### src/rtl/charbuf_pkg.sv
// charbuf_pkg: shared types and helpers for the charbuf_n character buffer.
package charbuf_pkg;

    typedef enum logic {
        OVF_DROP_OLDEST = 1'b0,
        OVF_REJECT      = 1'b1
    } ovf_mode_t;

    typedef enum logic [2:0] {
        OP_HOLD,
        OP_CLR,
        OP_RECALL,
        OP_BKSP,
        OP_INS
    } op_t;

    function automatic int count_w(input int depth);
        return $clog2(depth + 1);
    endfunction

endpackage

### src/rtl/charbuf_n_if.sv
// charbuf_n_if: keypad-side controls and buffer outputs of charbuf_n.
interface charbuf_n_if #(
    parameter int CHAR_W = 4,
    parameter int DEPTH  = 8
) ();
    import charbuf_pkg::*;

    localparam int CW = count_w(DEPTH);

    logic                     enable;
    logic                     clr;
    logic                     bksp;
    logic                     is_ctrl;
    logic                     recall;
    logic [CHAR_W-1:0]        in_char;
    logic [CHAR_W*DEPTH-1:0]  out;
    logic [CW-1:0]            count;
    logic                     is_empty;
    logic                     is_full;
    logic                     ovf;

    modport master (
        output enable, clr, bksp, is_ctrl, recall, in_char,
        input  out, count, is_empty, is_full, ovf
    );

    modport slave (
        input  enable, clr, bksp, is_ctrl, recall, in_char,
        output out, count, is_empty, is_full, ovf
    );

endinterface

### src/rtl/charbuf_snap.sv
// charbuf_snap: holds the pre-clear buffer contents for recall.
module charbuf_snap #(
    parameter int W  = 32,
    parameter int CW = 4
) (
    input  logic          clk,
    input  logic          rst,
    input  logic          cap,
    input  logic [W-1:0]  d_out,
    input  logic [CW-1:0] d_count,
    output logic [W-1:0]  q_out,
    output logic [CW-1:0] q_count
);

    always_ff @(posedge clk) begin
        if (rst) begin
            q_out   <= '0;
            q_count <= '0;
        end else if (cap) begin
            q_out   <= d_out;
            q_count <= d_count;
        end
    end

endmodule

### src/rtl/charbuf_n.sv
// charbuf_n: parametrised left-shifting character line buffer with occupancy count.
// Define CHARBUF_RECALL_EN to add the clear/recall snapshot (charbuf_snap).
module charbuf_n
    import charbuf_pkg::*;
#(
    parameter int        CHAR_W   = 4,
    parameter int        DEPTH    = 8,
    parameter ovf_mode_t OVF_MODE = OVF_DROP_OLDEST
) (
    input  logic       clk,
    input  logic       rst,
    charbuf_n_if.slave bus
);

    localparam int W  = CHAR_W * DEPTH;
    localparam int CW = count_w(DEPTH);

    logic [W-1:0]  out_q;
    logic [W-1:0]  snap_out;
    logic [CW-1:0] count_q;
    logic [CW-1:0] snap_count;
    logic          ovf_q;
    logic          do_recall;
    logic          full;
    op_t           op;

`ifdef CHARBUF_RECALL_EN
    charbuf_snap #(.W(W), .CW(CW)) u_snap (
        .clk     (clk),
        .rst     (rst),
        .cap     (op == OP_CLR),
        .d_out   (out_q),
        .d_count (count_q),
        .q_out   (snap_out),
        .q_count (snap_count)
    );
    assign do_recall = bus.recall;
`else
    assign snap_out   = '0;
    assign snap_count = '0;
    assign do_recall  = 1'b0;
`endif

    assign full = count_q == CW'(DEPTH);

    always_comb
        op = bus.clr                       ? OP_CLR    :
             do_recall                     ? OP_RECALL :
             (bus.enable && bus.bksp)      ? OP_BKSP   :
             (bus.enable && !bus.is_ctrl)  ? OP_INS    : OP_HOLD;

    // bksp on an empty buffer still wins over insert but changes nothing
    always_ff @(posedge clk) begin
        if (rst) begin
            out_q   <= '0;
            count_q <= '0;
            ovf_q   <= 1'b0;
        end else begin
            ovf_q <= (op == OP_INS) && full;
            case (op)
                OP_CLR: begin
                    out_q   <= '0;
                    count_q <= '0;
                end
                OP_RECALL: begin
                    out_q   <= snap_out;
                    count_q <= snap_count;
                end
                OP_BKSP: if (count_q != '0) begin
                    out_q   <= {{CHAR_W{1'b0}}, out_q[W-1:CHAR_W]};
                    count_q <= count_q - 1'b1;
                end
                OP_INS: if (!(full && OVF_MODE == OVF_REJECT)) begin
                    out_q <= {out_q[W-CHAR_W-1:0], bus.in_char};
                    if (!full) count_q <= count_q + 1'b1;
                end
                default: ;
            endcase
        end
    end

    assign bus.out      = out_q;
    assign bus.count    = count_q;
    assign bus.is_empty = count_q == '0;
    assign bus.is_full  = full;
    assign bus.ovf      = ovf_q;

endmodule

### src/flat_wrapper.sv
// flat-port wrapper written by rule: the top's interface ports become plain ports
module charbuf_n_flat import charbuf_pkg::*;
#(
    parameter int        CHAR_W   = 4,
    parameter int        DEPTH    = 8,
    parameter ovf_mode_t OVF_MODE = OVF_DROP_OLDEST
)
  (clk, rst, bus_enable, bus_clr, bus_bksp, bus_is_ctrl, bus_recall, bus_in_char, bus_out, bus_count, bus_is_empty, bus_is_full, bus_ovf);
  charbuf_n_if #(.CHAR_W(CHAR_W), .DEPTH(DEPTH)) bus_i ();
  input  logic clk;
  input  logic rst;
  input wire logic [$bits(bus_i.enable)-1:0] bus_enable;
  input wire logic [$bits(bus_i.clr)-1:0] bus_clr;
  input wire logic [$bits(bus_i.bksp)-1:0] bus_bksp;
  input wire logic [$bits(bus_i.is_ctrl)-1:0] bus_is_ctrl;
  input wire logic [$bits(bus_i.recall)-1:0] bus_recall;
  input wire logic [$bits(bus_i.in_char)-1:0] bus_in_char;
  output wire logic [$bits(bus_i.out)-1:0] bus_out;
  output wire logic [$bits(bus_i.count)-1:0] bus_count;
  output wire logic [$bits(bus_i.is_empty)-1:0] bus_is_empty;
  output wire logic [$bits(bus_i.is_full)-1:0] bus_is_full;
  output wire logic [$bits(bus_i.ovf)-1:0] bus_ovf;
  assign bus_i.enable = bus_enable;
  assign bus_i.clr = bus_clr;
  assign bus_i.bksp = bus_bksp;
  assign bus_i.is_ctrl = bus_is_ctrl;
  assign bus_i.recall = bus_recall;
  assign bus_i.in_char = bus_in_char;
  assign bus_out = bus_i.out;
  assign bus_count = bus_i.count;
  assign bus_is_empty = bus_i.is_empty;
  assign bus_is_full = bus_i.is_full;
  assign bus_ovf = bus_i.ovf;
  charbuf_n #(.CHAR_W(CHAR_W), .DEPTH(DEPTH), .OVF_MODE(OVF_MODE)) u_core (.clk(clk), .rst(rst), .bus(bus_i));
endmodule
### config.mk
export PLATFORM = sky130hd
export DESIGN_NAME = charbuf_n_flat
export DESIGN_NICKNAME = d
export VERILOG_FILES = /design/src/rtl/charbuf_pkg.sv /design/src/rtl/charbuf_n_if.sv /design/src/rtl/charbuf_snap.sv /design/src/rtl/charbuf_n.sv /design/src/flat_wrapper.sv
export SDC_FILE = /design/constraint.sdc
export NUM_CORES = 1
export LEC_CHECK = 0
export ABC_AREA = 0
export BUFFER_PORTS_ARGS = -buffer_cell sky130_fd_sc_hd__buf_2
export CORE_ASPECT_RATIO = 0.75
export CORE_MARGIN = 5
export CORE_UTILIZATION = 40
export DETAILED_ROUTE_END_ITERATION = 7
export GPL_ROUTABILITY_DRIVEN = 1
export GPL_TIMING_DRIVEN = 0
export PLACE_DENSITY = 0.7
export SYNTH_ARGS = -nofsm -noshare
export SYNTH_HDL_FRONTEND = slang
export SYNTH_SLANG_ARGS = --single-unit
### constraint.sdc
create_clock -name clk -period 3.4 [get_ports clk]
set_clock_uncertainty 0.2 [all_clocks]
set_input_delay 0.17 -clock clk [delete_from_list [all_inputs] [get_ports clk]]
set_output_delay 0.17 -clock clk [all_outputs]
set_load 0.01 [all_outputs]
* Word-level counts from Yosys, hierarchy flattened
Cells that the tools add are included.
** Cells by class
- Add/subtract/negate cells :: 2
- Equality and inequality tests :: 7
- Mux-type cells :: 8
- Reduce and logical (&&, ||, !) cells :: 10
** Operators by type and width (count)
- $pmux 32 s3 :: 1
- $mux 32 :: 1
- $pmux 4 s3 :: 1
- $mux 3 :: 3
- $mux 4 :: 2
- $eq 3x2->1 const B :: 2
- $add 4x1->4 const B :: 1
- $eq 4x4->1 const B :: 1
- $logic_not 4->1 :: 1
- $reduce_bool 4->1 :: 1
- $sub 4x1->4 const B :: 1
- $eq 3x1->1 const B :: 1
- $eq 3x3->1 const B :: 1
- $logic_and 1x1->1 :: 3
- $reduce_and 3->1 :: 1
- $reduce_bool 3->1 :: 1
- $ne 2x1->1 const B :: 1
- $ne 2x2->1 const B :: 1
- $reduce_and 2->1 :: 1
- $reduce_or 2->1 :: 1
- $logic_not 1->1 :: 1
** Word-level totals
- Flip-flop bits (word level) :: 37
- Bits of input ports :: 11
- Word-level logic and storage cells :: 30

* Logic depth before layout (Yosys ltp)
Gate-level depths: netlist (run 1).
- Word-level depth :: 9
- Gate-level depth with buffers :: 8

* Worst setup path before layout (run 1)
No wires, ideal clock.
- Path kind :: input to register
- Start point :: input port bus_clr
- End point :: register u_core.count_q[3], in the netlist u_core.bus.count[3]
- Setup time :: 0.114 ns
- Arrival :: 2.194 ns
- Path slack :: 0.892 ns
- Stages on the path :: 8
- Path buffers :: 1
- Cells stage by stage :: buf_2 > nor4b_4 > inv_1 > ha_1 > a21oi_1 > and4b_1 > a21oi_1 > a2111oi_0
** Between the ends
- Longest elaborated chain between the ends :: 5
- Elaborated cells on any way between the ends :: 11
** RTL lines
- start: declaration :: RTL line flat_wrapper.sv:13 : input wire logic [$bits(bus_i.clr)-1:0] bus_clr;
- $mux 3 * :: RTL line charbuf_n.sv:47 : op = bus.clr ? OP_CLR :
- $eq 3x1->1 or $eq 3x2->1 (tied branches) :: RTL line charbuf_n.sv:60 : case (op)
- $reduce_or 2->1 (no line)
- $reduce_bool 3->1 (no line)
- $reduce_and 3->1 (no line)
- end signal: assignment :: RTL line charbuf_n.sv:67 : count_q <= snap_count;
- end signal: assignment :: RTL line charbuf_n.sv:71 : count_q <= count_q - 1'b1;
- end signal: assignment :: RTL line charbuf_n.sv:75 : if (!full) count_q <= count_q + 1'b1;
- end: declaration :: RTL line charbuf_n.sv:20 : logic [CW-1:0] count_q;
Mark *: on every way between the ends. The rest lies on a longest branch, timed or not.
A chain may end at the register's enable or synchronous reset.

* Final worst setup path (run 1)
Ends and elaborated chain as after synthesis.

==> summary.md, run 1 <==
| Metric | Value |
|---|---|
| Status | finished, final reports clean |
| Worst Hold Depth | 2 |
| Largest family of logic cells by synthesized area | simple AND/OR/NAND/NOR gates |
| CP Data Arrival Time | 2.56 ns |
| Switching share of power | between 20% and 30% |
| Highest clock rate | slightly below 0.4 GHz |
| Post-CTS Resized | 0 |
| Reg clk slew, reported paths | approximately 0.07 ns |
| WL/cell | 15.72 µm |
| Synth Area in XOR/XNOR | under 10% |
| Core ar. | 4104 µm² |
| Post-Synth Adder-Cell Area | 2.607% |
| Antenna violations before repair | 0 |
| Worst-path maximum fanout | 10 |
| Compound-cell area share of the yosys netlist | between 20% and 30% |
| Starting Density | 42.10% |
| Via count | between 1,500 and 2,000 |
| Clock sinks | 37 |
| Area delta synth->final | 24.91% |
| Footprint of the multi-input gates | 862.1 µm² |
| Pre-antenna DRT Iters | 5 |
| Post-Synthesis Cells | ~180 |
| HPWL Detailed | between 3000 and 4000 µm |
| Slew @ Worst Pin | between 0.6 and 0.7 ns |
| Share of layout cells above drive strength 1 | around 30% |
| Seq pwr share | 49.9% |
| Share of total power in combinational logic | between 10% and 20% |
| Slew Limit Fails | 0 |
| CP Capture Type | register |
| Storage cell area | between 700 and 800 µm² |
| Vias in the first global route | between 1,000 and 1,500 |
| # rows | 20 |
| Period utilization | 76.40% |
| Number of synthesized flops with an enable pin | 0 |
| Number of port buffers | between 40 and 50 |
| DRC | 0 |
| Die height | approximately 67 µm |
| Die area | about 5700 µm² |
| Internal power | ~700 µW |
| Global-route congestion overflow total | 0 |
| First-pass GRT wire length | ~7600 µm |
| CTS tree | done |
| Setup violations, final | 0 |
| Sequential area share after synthesis | a little over two fifths |
| Setup WS post-layout | approximately 0.8 ns |
| Antenna viol nets, final | 0 |
| Final Power | 973.4 µW |
| Worst vdd ir | between 0.0002 and 0.00025 V |
| Area after DPL | roughly 2000 µm² |
| Fill cells | approximately 400 |
| Vias/cell | between 5 and 6 |
| P_leak | 0.9224 nW |
| RSZ-0062 raised after global routing | no |
| Diode count | 0 |
| Netlist cell types | 32 |
| Post-synth net total | between 150 and 200 |
| Final estimated routing congestion in global placement | between 0.8 and 0.9 |
| Type of the most critical hold path | in -> reg |
| Largest net degree at the start of global routing | 11 |
| Switching pwr | 277.6 µW |
| Clk buf depth | 2 |
| # Post-CTS Setup Buffers | 0 |
| CP Class | in -> reg |
| Commonest non-fill, non-tap cell in the layout | buf_2 |
| Warnings from Yosys | 0 |
| Min Tclk post-route | between 2 and 3 ns |
| Post-synthesis mux area share | 0.5793% |
| Chip Width | around 86 µm |
| I/O pins | 50 |
| Design Area, Final | 2158 µm² |
| Synthesized area | roughly 1700 µm² |
| Final Hold Fails | 0 |
| H-tree levels | 2 |
| Most frequent cells in the layout | buf_2, dfxtp_1, nor2_1, a221oi_1, nor3_1 |
| Fin cells | approximately 300 |
| Flops & latches, synth | 37 |
| Worst setup SP type | primary input |
| Max-Cap Viols | 0 |
| Worst-skew pair later-pin latency | just under 0.3 ns |
| Async S/R FF share, synth | 0% |
| Syn avg cell area | about 9.4 µm² |
| Routed wire length | ~4700 µm |
| Root Buffer | clkbuf_8 |
| Total CTS buffers | 5 |
| Slew HR | between 50% and 60% |
| 1st-iter DRT viols | a little under 200 |
| Final Net Count | between 200 and 300 |
| Ys flop type | dfxtp_1 |
| Clock Power Share | 31.9% |
| Pre-CTS WS | about 0.52 ns |
| CP Data Required Time | 3.36 ns |
| All-Layer GR Usage | between 10% and 20% |
| Worst r2r path cells | 6 |
| Synth Area in Simple Gates | 23.68% |
| Power Density | around 450 nW/µm² |
| Setup_tns | 0 ns |
| Placed cell count | 286 |
-- critical path, stage by stage --
cell,delay [ns]
buf_2,0.17
nor4b_4,0.59
inv_1,0.28
ha_1,0.39
a21oi_1,0.28
and4b_1,0.23
a21oi_1,0.04
a2111oi_0,0.40
-- per-stage QoR --
step,hold slack (ns),utilization [%]
2_1_floorplan,0.1722,-
3_5_place_dp,0.2756,49.51
4_1_cts,0.003977,52.59
5_1_grt,0.02888,52.59
6_report,0.01810,52.59
3_3_place_gp,0.2702,49.51
-- path summary, 6_finish.rpt --
kind	from	end	slack [ns]
worst min-delay path	bus_clr	u_core.bus.count[1]$_SDFFE_PP0P_	0.02
worst max-delay path	bus_clr	u_core.bus.count[3]$_SDFFE_PP0P_	0.80
worst max register to register	u_core.bus.count[3]$_SDFFE_PP0P_	u_core.bus.out[24]$_SDFFE_PP0P_	1.32
worst min register to register	u_core.bus.out[3]$_SDFFE_PP0P_	u_core.bus.out[3]$_SDFFE_PP0P_	0.32
-- cell families after synthesis --
family	after synthesis
multiplexers	1
AO/OA/AOI/OAI	43
AND/OR/NAND/NOR	76
buffers and inverters	22
adder cells (fa/ha/maj)	3
XOR/XNOR	2
flip-flops	37
-- sequential cells by signal, indices dropped and copies added, names as in the netlist --
register          count
u_core.bus.count      4
u_core.bus.out       32
u_core.bus.ovf        1
-- power by group through the flow --
| stage | Clock, mW | Sequential, mW | Combinational, mW |
|---|---|---|---|
| floorplan | 0 | 0.499 | 0.109 |
| global placement | 0 | 0.495 | 0.171 |
| detailed placement | 0 | 0.495 | 0.174 |
| CTS | 0.315 | 0.485 | 0.178 |
| global route | 0.332 | 0.489 | 0.197 |
| finish | 0.311 | 0.486 | 0.177 |
-- layout make-up --
cell class / count / area share [%]
Multi-Input combinational cell: 125 / 39.94
Buffer: 18 / 5.101
Clock buffer: 7 / 4.000
Inverter: 4 / 0.6957
Tap cell: 55 / 3.188
Timing Repair Buffer: 51 / 12.75
Sequential cell: 37 / 34.32
-- synthesized netlist by cell type, types with 2 or more instances --
cell type	n	area [µm²]
nor3_2	6	60.06
dfxtp_1	37	740.7
a221oi_1	28	245.2
inv_1	4	15.01
buf_2	4	20.02
nand3_1	4	20.02
a22oi_1	4	30.03
ha_1	2	25.02
nor2_1	32	120.1
buf_6	5	56.30
or3_1	2	12.51
a21oi_1	4	20.02
nor3_1	25	125.1
xnor2_1	2	17.52
clkbuf_1	8	30.03
-- metal layers --
| layer | up-vias | wire (µm) | track usage (%) |
|---|---|---|---|
| met5 | - | 0 | 0 |
| met4 | 0 | 57 | 5.336 |
| met3 | 8 | 374 | 4.574 |
| met2 | 64 | 1927 | 24.52 |
| met1 | 791 | 2309 | 23.68 |
| li1 | 814 | - | - |
-- timing repair --
| item | 4_1_cts | 5_1_grt |
|---|---|---|
| endpoints found under the hold margin | 4 | 0 |
| hold buffers | 4 | 0 |
| setup endpoints to repair | 0 | 0 |
No activity file was read; power rests on OpenSTA's default activity.
==> run 2, diff against run 1 <==
==> constraint.sdc (replaced) <==
create_clock -name clk -period 2.5 [get_ports clk]
set_clock_uncertainty 0.2 [all_clocks]
set_input_delay 0.125 -clock clk [delete_from_list [all_inputs] [get_ports clk]]
set_output_delay 0.125 -clock clk [all_outputs]
set_load 0.01 [all_outputs]
==> summary.md, run 2 (synthesis results as in run 1) <==
| Metric | Value |
|---|---|
| Final Net Count | 258 (+0.78%) |
| Highest clock rate | ~0.44 GHz |
| Global-route congestion overflow total | 0 (unchanged) |
| Seq pwr share | 49.8% (about the same) |
| # rows | 20 (unchanged) |
| Vias in the first global route | 1,491 (+1.3%) |
| Switching pwr | 380.1 µW (+37%) |
| Clk buf depth | 2 (unchanged) |
| HPWL Detailed | 3338 µm (unchanged) |
| DRC | 0 (unchanged) |
| P_leak | 0.9319 nW (+1.0%) |
| Largest net degree at the start of global routing | 11 (unchanged) |
| Placed cell count | 286 (unchanged) |
| Final Power | 1.328 mW (+36%) |
| Setup violations, final | 0 (unchanged) |
| Via count | 1,672 (-0.30%) |
| Total CTS buffers | 5 (unchanged) |
| Antenna viol nets, final | 0 (unchanged) |
| R2R setup slack | 0.41 ns (-0.91 ns) |
| Status | finished, final reports clean |
| Most frequent cells in the layout | buf_2, dfxtp_1, nor2_1, a221oi_1, nor3_1 |
| Chip Width | 85.89 µm (unchanged) |
| Power Density | 610.3 nW/µm² (+35%) |
| Clock Power Share | 32.0% (about the same) |
| Die height | 66.92 µm (unchanged) |
| Period utilization | roughly nine tenths |
| 1st-iter DRT viols | 166 (-16%) |
| Max-Cap Viols | 0 (unchanged) |
| CP Capture Type | register |
| Antenna violations before repair | 0 (unchanged) |
| Clock sinks | 37 (unchanged) |
| Vias/cell | 5.592 (-0.97%) |
| Slew Limit Fails | 0 (unchanged) |
| Commonest non-fill, non-tap cell in the layout | buf_2 |
| Share of layout cells above drive strength 1 | 29.92% (+0.17 points) |
| Area delta synth->final | 25.92% |
| Core ar. | 4104 µm² (unchanged) |
| Min Tclk post-route | about 2.3 ns |
| Final Hold Fails | 0 (unchanged) |
| CP Data Arrival Time | 2.23 ns (-0.33 ns) |
| Starting Density | 42.10% (unchanged) |
| CP Class | in -> reg |
| Number of port buffers | 47 (unchanged) |
| Worst setup SP type | primary input |
| Slew HR | 60.11% (+1.1 points) |
| Post-CTS Resized | 0 (unchanged) |
| Worst vdd ir | 0.0002987 V (+36%) |
| CP Data Required Time | 2.47 ns (-0.89 ns) |
| Die area | 5748 µm² (unchanged) |
| Final estimated routing congestion in global placement | 0.8014 (unchanged) |
| Routed wire length | 4776 µm (+2.3%) |
| Reg clk slew, reported paths | 0.07 ns (about the same) |
| Number of flip-flops in the largest register | 32 (unchanged) |
| RSZ-0062 raised after global routing | no |
| Fin cells | 299 (+0.67%) |
| Share of total power in combinational logic | 18.3% (about the same) |
| WL/cell | 15.97 µm (+1.6%) |
| Switching share of power | 28.62% (+0.10 points) |
| All-Layer GR Usage | 17.01% (+0.24 points) |
| First-pass GRT wire length | 7686 µm (+1.2%) |
| Diode count | 0 (unchanged) |
| Pre-antenna DRT Iters | 4 (-1) |
| I/O pins | 50 (unchanged) |
| H-tree levels | 2 (unchanged) |
| CTS tree | done |
| Root Buffer | clkbuf_8 |
| Slew @ Worst Pin | 0.5984 ns (-0.01425 ns) |
| Worst-skew pair later-pin latency | 0.29 ns (about the same) |
| Worst-path maximum fanout | 8 (-2) |
| Internal power | 947.9 µW (+36%) |
| Type of the most critical hold path | in -> reg |
## run 2: cell type report
class | instances | area, µm²
fillers | 398 | 1928
multi-input cells | 125 | 862.1
flip-flops and latches | 37 | 740.7
repair buffers | 53 | 292.8
plain buffers | 18 | 110.1
clock buffers | 7 | 86.33
well taps | 55 | 68.82
inverters | 4 | 15.01
## run 2: worst paths after layout
check,from,endpoint,cells past startpoint
hold / removal,rst,u_core.bus.count[0]$_SDFFE_PP0P_,3
setup reg to reg,u_core.bus.count[3]$_SDFFE_PP0P_,u_core.bus.out[26]$_SDFFE_PP0P_,5
hold reg to reg,u_core.bus.out[3]$_SDFFE_PP0P_,u_core.bus.out[3]$_SDFFE_PP0P_,2
setup / recovery,bus_clr,u_core.bus.count[3]$_SDFFE_PP0P_,8
## run 2: through the flow
| stage | setup slack, ns | hold slack (ns) | setup TNS [ns] | utilization [%] | instance area, µm² |
|---|---|---|---|---|---|
| after global routing | 0.1021 | 0.05458 | 0 | 53.02 | 2176 |
| final | 0.2360 | 0.02496 | 0 | 53.02 | 2176 |
| after detailed placement | -0.3344 | 0.2306 | -0.3344 | 49.51 | 2032 |
| after floorplan | 0.03688 | 0.1272 | 0 | - | 1728 |
| after global placement | -0.2916 | 0.2252 | -0.2916 | 49.51 | 2032 |
| after CTS | 0.001565 | 0.02023 | 0 | 52.84 | 2168 |
## run 2: power groups by stage
| stage | logic, mW | clock network (mW) | registers, mW |
|---|---|---|---|
| finish | 0.243 | 0.424 | 0.661 |
| global route | 0.270 | 0.451 | 0.666 |
| CTS | 0.243 | 0.429 | 0.660 |
| detailed placement | 0.236 | 0 | 0.673 |
| global placement | 0.232 | 0 | 0.673 |
| floorplan | 0.148 | 0 | 0.679 |
## run 2: critical path, stage by stage
cell,delay [ns]
buf_2,0.17
nor4b_4,0.40
inv_1,0.21
ha_1,0.37
a21oi_1,0.28
and4b_1,0.23
a21oi_1,0.04
a2111oi_0,0.40
## run 2: routing by layer
layer / vias to the layer above / track usage (%) / part of all wire [%] / wire, µm
li1: 817 / - / - / -
met1: 791 / 23.90 / 51 / 2423
met2: 54 / 24.71 / 41 / 1971
met3: 10 / 4.697 / 6.4 / 304
met4: 0 / 5.929 / 1.6 / 77
met5: - / 0 / 0 / 0
## run 2: what timing repair did
| item | 4_1_cts | 5_1_grt |
|---|---|---|
| buffers inserted | 0 | 1 |
| endpoints found under the setup margin | 0 | 1 |
| hold endpoints to repair | 5 | 0 |
| hold buffers | 5 | 0 |
==> run 3, diff against run 2 <==
--- a/config.mk
+++ b/config.mk
@@ -9,11 +9,11 @@
 export BUFFER_PORTS_ARGS = -buffer_cell sky130_fd_sc_hd__buf_2
 export CORE_ASPECT_RATIO = 0.75
 export CORE_MARGIN = 5
-export CORE_UTILIZATION = 40
+export CORE_UTILIZATION = 45
 export DETAILED_ROUTE_END_ITERATION = 7
 export GPL_ROUTABILITY_DRIVEN = 1
 export GPL_TIMING_DRIVEN = 0
-export PLACE_DENSITY = 0.7
+export PLACE_DENSITY = 0.77
 export SYNTH_ARGS = -nofsm -noshare
 export SYNTH_HDL_FRONTEND = slang
 export SYNTH_SLANG_ARGS = --single-unit
==> summary.md, run 3 (synthesis results as in run 1) <==
| Metric | Value |
|---|---|
| Status | finished, final reports clean |
| Pre-antenna DRT Iters | 4 (unchanged) |
| Max-Cap Viols | 0 (unchanged) |
| Share of layout cells above drive strength 1 | 29.39% (-0.53 points) |
| Diode count | 0 (unchanged) |
| GRT busiest layer | met1 |
| CP Data Arrival Time | 2.11 ns (-0.12 ns) |
| Most frequent cells in the layout | buf_2, dfxtp_1, nor2_1, a221oi_1, nor3_1 |
| Clk buf depth | 2 (unchanged) |
| Clock sinks | 37 (unchanged) |
| Global-route congestion overflow total | 0 (unchanged) |
| Setup violations, final | 0 (unchanged) |
| Starting Density | 46.89% (+4.8 points) |
| Die area | 5192 µm² (-9.7%) |
| Hold Crit Start | rst |
| Core ar. | 3685 µm² (-10%) |
| Area after DPL | 2028 µm² (-0.18%) |
| Root Buffer | clkbuf_8 |
| Setup WS post-layout | 0.3662 ns (+0.1302 ns) |
| Slew HR | 63.03% (+2.9 points) |
| Highest clock rate | 0.4687 GHz (+6.1%) |
| H-tree levels | 2 (unchanged) |
| HPWL Detailed | 3278 µm (-1.8%) |
| Min Hold Slack | 0.01533 ns (-0.009621 ns) |
| Met1 usage | 27.44% (+3.5 points) |
| Vias/cell | 5.660 (+1.2%) |
| Final estimated routing congestion in global placement | 0.7943 (-0.89%) |
| Area delta synth->final | 25.34% |
| Min Tclk post-route | 2.134 ns (-0.1302 ns) |
| All-Layer GR Usage | 19.28% (+2.3 points) |
| Antenna viol nets, final | 0 (unchanged) |
| Commonest non-fill, non-tap cell in the layout | buf_2 |
| Reg clk slew, reported paths | 0.07 ns (about the same) |
| Power Density | 601.2 nW/µm² (-1.5%) |
| CP Launch Point | bus_clr |
| Grt met2 use | 26.42% (+1.7 points) |
| CTS tree | done |
| CP Class | in -> reg |
| Period utilization | 85.35% (-5.2 points) |
| Pre-CTS WS | -0.3404 ns (-0.006005 ns) |
| Worst vdd ir | 0.0003700 V (+24%) |
| Worst-skew pair later-pin latency | 0.29 ns (about the same) |
| P_leak | 0.9271 nW (-0.52%) |
| Slew Limit Fails | 0 (unchanged) |
| Total CTS buffers | 5 (unchanged) |
| CP Data Required Time | 2.48 ns (about the same) |
| Final Net Count | 258 (unchanged) |
| Final Power | 1.302 mW (-1.9%) |
| Largest net degree at the start of global routing | 11 (unchanged) |
| Worst-path maximum fanout | 8 (unchanged) |
| First-pass GRT wire length | 7707 µm (+0.27%) |
| RSZ-0062 raised after global routing | no |
| # rows | 19 (-5.0%) |
| Type of the most critical hold path | in -> reg |
| Final Hold Fails | 0 (unchanged) |
| Worst setup SP type | primary input |
| DRC | 0 (unchanged) |
| Routed wire length | 4618 µm (-3.3%) |
| Design Area, Final | 2166 µm² (-0.46%) |
| Post-CTS Resized | 0 (unchanged) |
| Vias in the first global route | 1,519 (+1.9%) |
| WL/cell | 15.55 µm (-2.7%) |
| Antenna violations before repair | 0 (unchanged) |
| Chip Width | 81.55 µm (-5.1%) |
| I/O pins | 50 (unchanged) |
| Die height | 63.67 µm (-4.9%) |
| Number of port buffers | 47 (unchanged) |
| Via count | 1,681 (+0.54%) |
| Number of flip-flops in the largest register | 32 (unchanged) |
| Reg-to-Reg Start | u_core.bus.count[3]$_SDFFE_PP0P_ |
| Slew @ Worst Pin | 0.5546 ns (-0.04383 ns) |
| CP Capture Type | register |
| Met3 Use GR | 6.695% (+2.0 points) |
| 1st-iter DRT viols | 212 (+28%) |
-- run 3: worst paths after layout --
check | slack (ns) | cells past startpoint | endpoint
worst max-delay path | 0.37 | 8 | u_core.bus.count[3]$_SDFFE_PP0P_
worst min register to register | 0.32 | 2 | u_core.bus.out[31]$_SDFFE_PP0P_
worst max register to register | 0.43 | 6 | u_core.bus.out[25]$_SDFFE_PP0P_
worst min-delay path | 0.02 | 3 | u_core.bus.count[0]$_SDFFE_PP0P_
-- run 3: layout make-up --
type | instances | area, µm²
flip-flops and latches | 37 | 740.7
clock buffers | 8 | 80.08
fillers | 326 | 1519
plain buffers | 18 | 110.1
well taps | 52 | 65.06
multi-input cells | 125 | 862.1
inverters | 4 | 15.01
repair buffers | 53 | 292.8
-- run 3: power breakdown --
group          internal (mW)  switching [mW]
Sequential             0.622          0.0378
Combinational          0.107           0.135
Clock                  0.198           0.202
Total                  0.927           0.375
-- run 3: stage by stage --
| step | setup TNS [ns] | cells | utilization (%) |
|---|---|---|---|
| after floorplan | 0 | 184 | - |
| after global placement | -0.3163 | 283 | 55.04 |
| after detailed placement | -0.3404 | 283 | 55.04 |
| after CTS | 0 | 297 | 58.78 |
| after global routing | 0 | 297 | 58.78 |
| final | 0 | 297 | 58.78 |
-- run 3: layer usage --
metal	up-vias	part of all wire, %
li1	822	-
met1	775	47
met2	75	41
met3	9	11
met4	0	1.5
met5	-	0
-- run 3: what timing repair did --
action / 4_1_cts / 5_1_grt
setup endpoints to repair: 1 / 0
buffers inserted: 1 / 0
hold buffers: 5 / 0
endpoints found under the hold margin: 5 / 0
-- run 3: worst max-delay path: stages --
cell       delay, ns
buf_2           0.17
nor4b_4         0.32
inv_1           0.19
ha_1            0.37
a21oi_1         0.28
and4b_1         0.23
a21oi_1         0.04
a2111oi_0       0.38
